File: src/rtl/cf_spi_xfer_ctrl.sv
// Transaction sequencer for the CF_SPI byte engine: one framed half-duplex
// transfer per start (write tx_len bytes, then read rx_len bytes under one ss).
module cf_spi_xfer_ctrl #(
   parameter int unsigned LW       = 8,
   parameter int unsigned FAW      = 4,
   parameter int unsigned CS_SETUP = 2,
   parameter int unsigned CS_HOLD  = 2,
   parameter logic [7:0]  DUMMY    = 8'hFF
) (
   input  logic          clk,
   input  logic          rst_n,
   input  logic          start,
   input  logic          abort,
   input  logic [LW-1:0] tx_len,
   input  logic [LW-1:0] rx_len,
   input  logic          tx_valid,
   input  logic [7:0]    tx_data,
   output logic          tx_ready,
   output logic          rx_valid,
   output logic [7:0]    rx_data,
   input  logic          rx_ready,
   output logic          xfer_busy,
   output logic          xfer_done,
   output logic          aborted,
   output logic          spi_wr,
   output logic [7:0]    spi_datai,
   output logic          spi_rd,
   input  logic [7:0]    spi_datao,
   output logic          spi_rx_en,
   output logic          spi_tx_flush,
   output logic          spi_rx_flush,
   output logic          spi_ss,
   input  logic          spi_tx_full,
   input  logic          spi_tx_empty,
   input  logic          spi_rx_empty,
   input  logic          spi_busy
);

   localparam int unsigned CW = 16;
   localparam logic [CW-1:0] SETUP_LAST   = CW'(CS_SETUP - 1);
   localparam logic [CW-1:0] HOLD_LAST    = CW'(CS_HOLD - 1);
   // Leave one RX FIFO slot spare so a byte still shifting can always land.
   localparam logic [LW-1:0] MAX_INFLIGHT = LW'((1 << FAW) - 1);

   typedef enum logic [3:0] {
      S_IDLE, S_FLUSH, S_SETUP, S_WRITE, S_WDRAIN,
      S_READ, S_RDRAIN, S_HOLD, S_DONE, S_ABORT
   } state_t;

   state_t        state_q, state_d;
   logic [LW-1:0] tx_len_q, tx_len_d;
   logic [LW-1:0] rx_len_q, rx_len_d;
   logic [LW-1:0] pushed_q, pushed_d, pushed_n;
   logic [LW-1:0] popped_q, popped_d, popped_n;
   logic [LW-1:0] inflight;
   logic [CW-1:0] cyc_q, cyc_d;
   logic          aborted_d;
   logic          ss_d, tx_flush_d, rx_flush_d, rx_en_d, busy_d, done_d;
   logic          push, pop;

   // State, counters and registered strobes
   always_ff @(posedge clk or negedge rst_n) begin
      if (!rst_n) begin
         state_q      <= S_IDLE;
         tx_len_q     <= '0;
         rx_len_q     <= '0;
         pushed_q     <= '0;
         popped_q     <= '0;
         cyc_q        <= '0;
         aborted      <= 1'b0;
         spi_ss       <= 1'b0;
         spi_tx_flush <= 1'b0;
         spi_rx_flush <= 1'b0;
         spi_rx_en    <= 1'b0;
         xfer_busy    <= 1'b0;
         xfer_done    <= 1'b0;
      end else begin
         state_q      <= state_d;
         tx_len_q     <= tx_len_d;
         rx_len_q     <= rx_len_d;
         pushed_q     <= pushed_d;
         popped_q     <= popped_d;
         cyc_q        <= cyc_d;
         aborted      <= aborted_d;
         spi_ss       <= ss_d;
         spi_tx_flush <= tx_flush_d;
         spi_rx_flush <= rx_flush_d;
         spi_rx_en    <= rx_en_d;
         xfer_busy    <= busy_d;
         xfer_done    <= done_d;
      end
   end

   // Next state, counter updates and same-cycle FIFO handshakes
   always_comb begin
      state_d   = state_q;
      tx_len_d  = tx_len_q;
      rx_len_d  = rx_len_q;
      pushed_d  = pushed_q;
      popped_d  = popped_q;
      cyc_d     = cyc_q;
      aborted_d = aborted;
      tx_ready  = 1'b0;
      rx_valid  = 1'b0;
      rx_data   = '0;
      spi_wr    = 1'b0;
      spi_datai = '0;
      spi_rd    = 1'b0;
      push      = 1'b0;
      pop       = 1'b0;
      inflight  = pushed_q - popped_q;

      if (!abort) begin
         if (state_q == S_WRITE) begin
            tx_ready = !spi_tx_full;
            if (tx_valid && !spi_tx_full) begin
               spi_wr    = 1'b1;
               spi_datai = tx_data;
               push      = 1'b1;
            end
         end
         if (state_q == S_READ && !spi_tx_full && inflight < MAX_INFLIGHT) begin
            spi_wr    = 1'b1;
            spi_datai = DUMMY;
            push      = 1'b1;
         end
         if ((state_q == S_READ || state_q == S_RDRAIN) && !spi_rx_empty) begin
            rx_valid = 1'b1;
            rx_data  = spi_datao;
            if (rx_ready) begin
               spi_rd = 1'b1;
               pop    = 1'b1;
            end
         end
      end

      pushed_n = pushed_q + LW'(push);
      popped_n = popped_q + LW'(pop);

      case (state_q)
         S_IDLE: begin
            if (start) begin
               tx_len_d  = tx_len;
               rx_len_d  = rx_len;
               pushed_d  = '0;
               popped_d  = '0;
               cyc_d     = '0;
               aborted_d = 1'b0;
               state_d   = (tx_len == '0 && rx_len == '0) ? S_DONE : S_FLUSH;
            end
         end
         S_FLUSH: begin
            cyc_d   = '0;
            state_d = S_SETUP;
         end
         S_SETUP: begin
            if (cyc_q == SETUP_LAST) begin
               cyc_d   = '0;
               state_d = (tx_len_q != '0) ? S_WRITE : S_READ;
            end else begin
               cyc_d = cyc_q + CW'(1);
            end
         end
         S_WRITE: begin
            pushed_d = pushed_n;
            if (pushed_n == tx_len_q) begin
               cyc_d   = '0;
               state_d = S_WDRAIN;
            end
         end
         S_WDRAIN: begin
            // Idle must hold two cycles: busy rises a cycle after TX FIFO pop.
            if (spi_tx_empty && !spi_busy) begin
               if (cyc_q != '0) begin
                  cyc_d = '0;
                  if (rx_len_q != '0) begin
                     pushed_d = '0;
                     state_d  = S_READ;
                  end else begin
                     state_d = S_HOLD;
                  end
               end else begin
                  cyc_d = CW'(1);
               end
            end else begin
               cyc_d = '0;
            end
         end
         S_READ: begin
            pushed_d = pushed_n;
            popped_d = popped_n;
            if (pushed_n == rx_len_q) state_d = S_RDRAIN;
         end
         S_RDRAIN: begin
            popped_d = popped_n;
            if (popped_n == rx_len_q) begin
               cyc_d   = '0;
               state_d = S_HOLD;
            end
         end
         S_HOLD: begin
            if (cyc_q == HOLD_LAST) state_d = S_DONE;
            else                    cyc_d   = cyc_q + CW'(1);
         end
         S_DONE: state_d = S_IDLE;
         S_ABORT: begin
            aborted_d = 1'b1;
            state_d   = S_DONE;
         end
         default: state_d = S_IDLE;
      endcase

      if (abort && state_q != S_IDLE && state_q != S_DONE && state_q != S_ABORT)
         state_d = S_ABORT;

      ss_d       = state_d inside {S_SETUP, S_WRITE, S_WDRAIN, S_READ, S_RDRAIN, S_HOLD};
      tx_flush_d = (state_d == S_FLUSH) || (state_d == S_ABORT);
      rx_flush_d = tx_flush_d;
      rx_en_d    = (state_d == S_READ) || (state_d == S_RDRAIN);
      busy_d     = (state_d != S_IDLE);
      done_d     = (state_d == S_DONE);
   end

endmodule

File: config.mk
export PLATFORM = sky130hd
export DESIGN_NAME = cf_spi_xfer_ctrl
export DESIGN_NICKNAME = d
export VERILOG_FILES = /design/src/rtl/cf_spi_xfer_ctrl.sv
export SDC_FILE = /design/constraint.sdc
export NUM_CORES = 1
export LEC_CHECK = 0
export CAP_MARGIN = 30
export CORE_ASPECT_RATIO = 0.9
export CORE_MARGIN = 4
export CORE_UTILIZATION = 54
export CTS_BUF_LIST = sky130_fd_sc_hd__clkbuf_16
export CTS_CLUSTER_DIAMETER = 30
export DETAILED_ROUTE_END_ITERATION = 10
export PLACE_DENSITY = 0.83
export SLEW_MARGIN = 5
export SYNTH_ARGS = -nofsm -noshare
export SYNTH_HDL_FRONTEND = slang
export SYNTH_SLANG_ARGS = --single-unit
File: constraint.sdc
create_clock -name clk -period 8.2 [get_ports clk]
set_input_delay 2.05 -clock clk [delete_from_list [all_inputs] [get_ports clk]]
set_output_delay 2.05 -clock clk [all_outputs]
set_load 0.01 [all_outputs]
==> results.txt, run 1 <==
status -> finished, final reports clean
setup violators final -> 0
Crit Path Category -> input pin to primary output
# DRC -> 0
CP endpoint kind -> primary output
H-tree depth -> 3
RSZ-0062 raised after global routing -> false
Clock Skew -> 0.00618 ns
dpl ws -> 1.73 ns
Cells after Synth -> 472
Total Power -> 1.38 mW
antenna violation net count after detailed routing -> 0
Pleak -> 2.07 nW
Cells after DPL -> 615
Final #Nets -> 588
initial DRC count -> 230
hold-fix buffers at CTS -> 0
Setup TNS Final -> 0 ns
Final Hold Fails -> 0
DRT Wirelength -> 11000 µm
fin crit share -> 79.3%
final hold slack -> 0.504 ns
TritonCTS clock tree -> yes
I/O Buffers -> 68
most used flip-flop cell after synthesis -> dfrtp_1
worst slew pin tran -> 0.994 ns
worst skew pair latency -> 0.33 ns
Post-Syn Area -> 4160 µm²
CP startpoint kind -> input pin
power per cell area -> 267 nW/µm²
Yosys warnings -> 0
final-report max-slew violation count -> 0
CTS Buf Count -> 9
Die Y -> 91.3 µm
Max Buffers Root-to-Sink -> 2
Vias/cell -> 6.08
# resized after CTS -> 0
vias -> 3838
TritonRoute pass-1 iters -> 5
GRT Total Usage -> 24.9%
worst vdd ir -> 186 µV
post-layout util -> 68.7%
core area -> 7510 µm²
CTS clock-pin slew for the worst setup and hold paths -> 0.05 ns
initial antenna violation count -> 0
Synth Register Bits -> 58
routed len/inst -> 17.4 µm
Sink Count -> 58
Post-CTS Repair Setup Buffers -> 0
Synth Area per Inst -> 8.82 µm²
GPL Wtd Cong -> 0.916
crit path time final -> 6.50 ns
CP Max Fanout -> 9
pin count of the biggest net entering global routing -> 59
DIE AREA -> 9180 µm²
Starting Density -> 55.5%
placed cell area -> 4860 µm²
CP arrival -> 4.45 ns
Fillers -> 576
first-pass GRT wire length -> 18300 µm
GRT overflow -> 0
Area Growth Syn to Fin -> 23.8%
row cnt -> 30
post-synth net total -> 530
hpwl dp -> 8240 µm
post-route setup slack -> 1.70 ns
f_max -> 154 MHz
DIE WIDTH -> 101 µm
register area share after synthesis -> 34.9%
Final Cell Area -> 5150 µm²
EDFF count, synth -> 0
critical path required time -> 6.15 ns
root buffer cell -> clkbuf_16
vias in the first global route -> 3712
Rel. slew slack -> 33.6%
# diodes -> 0
path category of the worst min-delay check -> flip-flop to flip-flop
post-route insts no fill -> 631
Synth async-reset ratio -> 100%
layout cell share with drive strength beyond 1 -> 8.97%
synth unique cells -> 66
Max Cap Violations -> 0
IO Pins -> 69
-- cell usage in the layout (no fill, tap or decap), types with 6 or more instances in the layout --
master           Yosys  routed
nor3_1               8       8
a21oi_1             35      35
nand2_1             44      44
o21a_1               7       7
and3_1               6       6
a31oi_1             14      14
nor4_1              12      12
mux2_2              17      17
nor2_1              23      23
ha_1                15      15
and2_1              17      17
inv_1               16      16
clkbuf_16            0       9
xor2_1              15      15
nand3_1             11      11
o31ai_1              8       8
or3_1                6       6
clkdlybuf4s50_1      0      67
o21ai_0             33      33
nor2b_1             10      10
dfrtp_1             58      58
nand4_1              9       9
xnor2_1             14      14
-- worst paths after layout --
path                       cells past startpoint             startpoint  slack (ns)                      end
max                                            8            spi_tx_full        1.70                   spi_wr
min                                            1  cyc_q[15]$_DFFE_PN0P_        0.50    cyc_q[15]$_DFFE_PN0P_
max reg2reg                                   13   state_q[1]$_DFF_PN0_        3.12      xfer_busy$_DFF_PN0_
min reg2reg                                    1  cyc_q[15]$_DFFE_PN0P_        0.50    cyc_q[15]$_DFFE_PN0P_
max in group asynchronous                      2                  rst_n        5.83     cyc_q[7]$_DFFE_PN0P_
min in group asynchronous                      2                  rst_n        1.86  popped_q[1]$_DFFE_PN0P_
-- final cells by class --
type | instances | area, µm² | area share, %
timing repair buffer | 70 | 691 | 13.4
clock inverter | 7 | 70.1 | 1.36
sequential | 58 | 1450 | 28.2
tap | 96 | 120 | 2.33
multi-input combinational | 375 | 2540 | 49.2
inverter | 16 | 60.1 | 1.17
clock buffer | 9 | 225 | 4.37
-- cells by family after synthesis --
| group | synth area share, % |
|---|---|
| AO/OA/AOI/OAI | 20.0 |
| XOR/XNOR | 7.93 |
| adder cells (fa/ha/maj) | 4.99 |
| buffers and inverters | 4.21 |
| flip-flops | 34.9 |
| multiplexers | 5.08 |
| AND/OR/NAND/NOR | 22.9 |
-- report_power, final --
group	total, mW	internal, mW	switching [mW]
Sequential	0.494	0.372	0.122
Combinational	0.517	0.262	0.255
Clock	0.367	0.233	0.134
Total	1.38	0.867	0.511
-- worst max-delay path: stages --
cell and delay [ns]:
clkdlybuf4s50_1 0.48, a21oi_1 0.14, o21ai_0 0.08, a2111oi_0 0.30, nand4_1 0.15, o21bai_1 0.32, a21oi_1 0.33, clkdlybuf4s50_1 0.61
-- synth_stat cells, drive strengths merged, types with 3 or more instances --
cell type,instances,share of area [%]
dfrtp,58,35
nand2,44,4.0
a21oi,35,4.2
o21ai,35,4.2
nor2,23,2.1
and2,20,3.0
mux2,17,4.6
inv,16,1.4
clkbuf,15,1.4
ha,15,4.5
xor2,15,3.2
a31oi,14,2.1
xnor2,14,2.9
nor4,12,1.8
nand3,11,1.3
nor2b,10,1.5
nand4,9,1.4
buf,8,1.4
nor3,8,0.96
o31ai,8,1.4
o21a,7,1.3
and3,6,0.90
or3,6,0.90
nand3b,5,0.90
nor3b,5,0.90
and4,4,0.90
nand2b,4,0.60
a21o,3,0.60
a22o,3,0.63
o41ai,3,0.63
or2,3,0.45
-- per-layer routing --
metal	up-vias	part of all wire (%)	track usage, %	wire (µm)
met2	138	49	39.6	5400
met3	19	5.6	4.53	611
met4	0	2.0	8.64	222
met5	-	0	0	0
li1	1840	-	-	-
met1	1841	43	34.1	4760
-- registers in the layout, indices dropped and copies added (netlist names) --
register      count
spi_ss            1
pushed_q          8
aborted           1
xfer_done         1
xfer_busy         1
state_q           4
cyc_q            16
tx_len_q          8
rx_len_q          8
spi_rx_flush      1
popped_q          8
spi_rx_en         1
No activity file was read; power rests on OpenSTA's default activity.
==> run 2: changes to the inputs <==
CORE_UTILIZATION = 49   (was 54)
PLACE_DENSITY = 0.79   (was 0.83)
clock period = 5.7 ns   (was 8.2 ns; I/O delays follow)
==> run 2 against run 1 <==
Largest cell class unchanged. Clock skew barely moved. Critical path depth rose by 7. Die area rose by 9.3%. Global-route usage fell by 1.4 points. Count of clock-buffer cells in the layout did not move. Sequential power rose by 45%. Critical path type is now input pin to flip-flop. Register-to-register slack got worse by 2.3 ns. Combinational power rose by 44%. Highest routed layer unchanged. Power rose by 45%. Utilization fell by 4.9 points. Critical endpoint is now spi_rx_en$_DFF_PN0_.
==> results.txt, run 2 (same netlist as run 1, synthesis figures left out) <==
GRT Total Usage -> 23.5%
GRT overflow -> 0
path category of the worst min-delay check -> flip-flop to flip-flop
CP startpoint kind -> input pin
Largest Register -> cyc_q
Clock Skew -> 0.00568 ns
TritonRoute pass-1 iters -> 4
status -> finished, final reports clean
power per cell area -> 384 nW/µm²
core area -> 8150 µm²
hpwl dp -> 8430 µm
Reg2Reg Launch Point -> state_q[2]$_DFF_PN0_
Sink Count -> 58
CTS clock-pin slew for the worst setup and hold paths -> 0.05 ns
RSZ-0062 raised after global routing -> false
CP Max Fanout -> 9
CP most frequent cell -> a21oi_1
row cnt -> 31
root buffer cell -> clkbuf_16
# resized after CTS -> 0
Rel. slew slack -> 44.7%
I/O Buffers -> 68
critical path required time -> 5.94 ns
crit path time final -> 5.21 ns
Pleak -> 2.10 nW
commonest non-fill, non-tap cell in the layout -> clkdlybuf4s50_1
CP endpoint kind -> flip-flop
f_max -> 192 MHz
vias in the first global route -> 3753
Setup TNS Final -> 0 ns
worst-path cell chain -> clkdlybuf4s50_1 -> a21oi_1 -> o21ai_0 -> a2111oi_0 -> nand4_1 -> o21bai_1 -> a21oi_1 -> ha_1 -> nand3_1 -> nor2_1 -> xor3_4 -> a2111o_1 -> o31a_1 -> or3_1 -> a21oi_1
DIE AREA -> 10000 µm²
worst vdd ir -> 263 µV
CP peak stage delay -> 0.45 ns
vias -> 3908
first-pass GRT wire length -> 18700 µm
FF-to-FF End -> spi_rx_en$_DFF_PN0_
# diodes -> 0
final-report max-slew violation count -> 0
Max Cap Violations -> 0
crit path buf inv count -> 1
DRT Wirelength -> 11300 µm
Crit Path Category -> input pin to flip-flop
worst slew pin tran -> 0.829 ns
H-tree depth -> 3
slowest CP cell -> clkdlybuf4s50_1
Max Buffers Root-to-Sink -> 2
Post-CTS Repair Setup Buffers -> 0
post-layout util -> 63.8%
Total Power -> 2.00 mW
CP arrival -> 5.44 ns
Die Y -> 95.5 µm
worst hold start -> cyc_q[15]$_DFFE_PN0P_
Vias/cell -> 6.12
max reg flops -> 16
worst reg-to-reg setup slack -> 0.80 ns
commonest non-fill, non-tap cells in the layout -> clkdlybuf4s50_1 (67), dfrtp_1 (58), nand2_1 (44)
CP top delay family -> compound AO/OA/AOI/OAI gates
Final Hold Fails -> 0
CTS Buf Count -> 9
initial DRC count -> 207
IO Pins -> 69
antenna violation net count after detailed routing -> 0
fin crit share -> 91.4%
routed len/inst -> 17.7 µm
GPL Wtd Cong -> 0.922
DIE WIDTH -> 105 µm
hold-fix buffers at CTS -> 0
final hold slack -> 0.494 ns
# DRC -> 0
hold path depth -> 1
Hold EP -> cyc_q[15]$_DFFE_PN0P_
TritonCTS clock tree -> yes
Starting Density -> 51.1%
layout cell share with drive strength beyond 1 -> 9.81%
Final #Nets -> 593
Area Growth Syn to Fin -> 24.8%
initial antenna violation count -> 0
worst skew pair latency -> 0.33 ns
pin count of the biggest net entering global routing -> 59
setup violators final -> 0
R2R cell count -> 14
run 2: changes by cell type in the layout (fill, tap and decap cells not counted):
cell / change
buf_4: +5
run 2: power breakdown:
part,internal (mW),switching [mW]
combinational,0.378,0.368
clock,0.336,0.198
sequential,0.535,0.182
run 2: worst max path at each step:
stage	start	endpoint	depth (start not counted)
2_1_floorplan	spi_tx_full	xfer_busy$_DFF_PN0_	15
3_3_place_gp	spi_tx_full	xfer_busy$_DFF_PN0_	15
3_5_place_dp	spi_tx_full	spi_rx_en$_DFF_PN0_	15
4_1_cts	spi_tx_full	spi_rx_en$_DFF_PN0_	15
5_1_grt	spi_tx_full	xfer_busy$_DFF_PN0_	15
6_report	spi_tx_full	spi_rx_en$_DFF_PN0_	15
run 2: worst register-to-register path: cells and delay by family (launching register included):
kind / cells / cell delay, ns
compound gates: 6 / 1.87
fa+ha+maj: 1 / 0.22
flops: 1 / 0.59
simple gates: 6 / 1.74
xor+xnor: 1 / 0.38
run 2: cell type report:
type                            instances  area [µm²]
Clock buffer                            9         225
Clock inverter                          7        70.1
Fill cell                             664        2950
Inverter                               16        60.1
Multi-Input combinational cell        375        2540
Sequential cell                        58        1450
Tap cell                               99         124
Timing Repair Buffer                   75         728
run 2: per-stage QoR:
| step | instance area [µm²] | instances | setup slack, ns |
|---|---|---|---|
| CTS | 5200 | 639 | 0.537 |
| detailed placement | 4900 | 623 | 0.216 |
| global route | 5200 | 639 | 0.140 |
| global placement | 4900 | 623 | 0.393 |
| floorplan | 4160 | 472 | 0.735 |
| finish | 5200 | 639 | 0.492 |
run 2: layer usage:
layer  up-vias  share of wire, %  global-route usage, %
met5         -                 0                      0
met4         0               1.2                   6.78
met3        14               5.8                   5.28
met2       132                49                   39.3
met1      1903                44                   30.9
li1       1859                 -                      -
==> run 3: changes to the inputs <==
MAX_ROUTING_LAYER = met4   (was unset)
==> run 3 against run 2 <==
Critical path depth is the same. Critical path type unchanged. Count of clock-buffer cells in the layout did not move. Die area did not move. Sequential share of layout area increased by 0.17 points. Non-clock buffer count down 1. Critical endpoint unchanged. Clock power fell by 8.6%.
==> results.txt, run 3 (same netlist as run 1, synthesis figures left out) <==
CP arrival -> 5.45 ns
layout cell share with drive strength beyond 1 -> 9.65%
Area Growth Syn to Fin -> 24.0%
# DRC -> 0
Max Buffers Root-to-Sink -> 2
Pleak -> 2.09 nW
GPL Wtd Cong -> 0.945
Post-CTS Repair Setup Buffers -> 0
DIE WIDTH -> 105 µm
placed cell area -> 4890 µm²
post-route setup slack -> 0.504 ns
Total Power -> 1.95 mW
Reg2Reg Launch Point -> state_q[2]$_DFF_PN0_
status -> finished, final reports clean
hold-fix buffers at CTS -> 0
routed len/inst -> 17.8 µm
Starting Density -> 51.1%
GRT overflow -> 0
f_max -> 192 MHz
setup violators final -> 0
vias -> 3899
most crowded layer after global routing -> met2
pin count of the biggest net entering global routing -> 59
first-pass GRT wire length -> 18700 µm
H-tree depth -> 3
vias in the first global route -> 3825
met1 Use GR -> 32.1%
GRT Total Usage -> 24.1%
CTS clock-pin slew for the worst setup and hold paths -> 0.05 ns
Die Y -> 95.5 µm
worst slew pin tran -> 0.832 ns
CP startpoint kind -> input pin
crit path time final -> 5.20 ns
RSZ-0062 raised after global routing -> false
Sink Count -> 58
commonest non-fill, non-tap cell in the layout -> clkdlybuf4s50_1
power per cell area -> 377 nW/µm²
final hold slack -> 0.489 ns
TritonRoute pass-1 iters -> 4
post-route insts no fill -> 638
root buffer cell -> clkbuf_16
CTS Buf Count -> 9
critical path required time -> 5.95 ns
met3 Track Usage GR -> 4.54%
met2 Use GR -> 37.1%
core area -> 8150 µm²
Largest Register -> cyc_q
max reg flops -> 16
antenna violation net count after detailed routing -> 0
I/O Buffers -> 68
Final Hold Fails -> 0
Crit Path Category -> input pin to flip-flop
initial DRC count -> 242
Cells after DPL -> 622
initial antenna violation count -> 0
multi-input logic area -> 2540 µm²
Max Cap Violations -> 0
DIE AREA -> 10000 µm²
CP endpoint kind -> flip-flop
Setup TNS Final -> 0 ns
# resized after CTS -> 0
fin crit share -> 91.2%
Final Cell Area -> 5160 µm²
path category of the worst min-delay check -> flip-flop to flip-flop
worst hold start -> cyc_q[15]$_DFFE_PN0P_
final-report max-slew violation count -> 0
DRT Wirelength -> 11300 µm
Rel. slew slack -> 44.6%
worst setup path startpoint -> spi_tx_full
# diodes -> 0
Clock Skew -> 0.00708 ns
IO Pins -> 69
dpl ws -> 0.208 ns
row cnt -> 31
worst skew pair latency -> 0.33 ns
Final #Nets -> 592
CP Max Fanout -> 9
post-layout util -> 63.4%
worst vdd ir -> 275 µV
Fillers -> 671
Reg area -> 1450 µm²
commonest non-fill, non-tap cells in the layout -> clkdlybuf4s50_1 (67), dfrtp_1 (58), nand2_1 (44)
TritonCTS clock tree -> yes
Vias/cell -> 6.11
hpwl dp -> 8570 µm
## run 3: cell types whose count changed in the layout (fill, tap and decap cells not counted)
| cell | before | now |
|---|---|---|
| inv_6 | 0 | 1 |
| bufinv_16 | 1 | 0 |
| buf_4 | 7 | 6 |
| clkinvlp_4 | 3 | 2 |
| clkinv_1 | 1 | 0 |
| inv_1 | 16 | 17 |
| clkinv_2 | 1 | 2 |
## run 3: critical path, stage by stage
cell,delay [ns]
clkdlybuf4s50_1,0.44
a21oi_1,0.12
o21ai_0,0.09
a2111oi_0,0.31
nand4_1,0.14
o21bai_1,0.32
a21oi_1,0.31
ha_1,0.21
nand3_1,0.16
nor2_1,0.33
xor3_4,0.39
a2111o_1,0.35
o31a_1,0.32
or3_1,0.37
a21oi_1,0.16
## run 3: cell type report
cell class / count / share of cell area (%)
Inverter: 16 / 1.16
Clock buffer: 9 / 4.36
Tap cell: 99 / 2.40
Multi-Input combinational cell: 375 / 49.1
Sequential cell: 58 / 28.1
Timing Repair Buffer: 74 / 14.0
Clock inverter: 7 / 0.896
## run 3: power by group
part | leakage [nW] | switching, mW | internal, mW
registers | 0.762 | 0.180 | 0.535
clock network | 0.133 | 0.196 | 0.292
logic | 1.19 | 0.367 | 0.377
total | 2.09 | 0.744 | 1.20
## run 3: layer usage
| layer | vias to the layer above | wire (µm) | share of wire (%) |
|---|---|---|---|
| li1 | 1849 | - | - |
| met2 | 153 | 5310 | 47 |
| met1 | 1878 | 5100 | 45 |
| met3 | 19 | 693 | 6.1 |
| met4 | 0 | 242 | 2.1 |
| met5 | - | 0 | 0 |
## run 3: final timing paths
| path | slack, ns | to | depth (start not counted) |
|---|---|---|---|
| max | 0.50 | spi_rx_en$_DFF_PN0_ | 15 |
| max in group asynchronous | 3.96 | tx_len_q[2]$_DFFE_PN0P_ | 2 |
| min reg2reg | 0.49 | cyc_q[15]$_DFFE_PN0P_ | 1 |
| min in group asynchronous | 1.23 | popped_q[4]$_DFFE_PN0P_ | 2 |
| max reg2reg | 0.84 | spi_rx_en$_DFF_PN0_ | 14 |
| min | 0.49 | cyc_q[15]$_DFFE_PN0P_ | 1 |
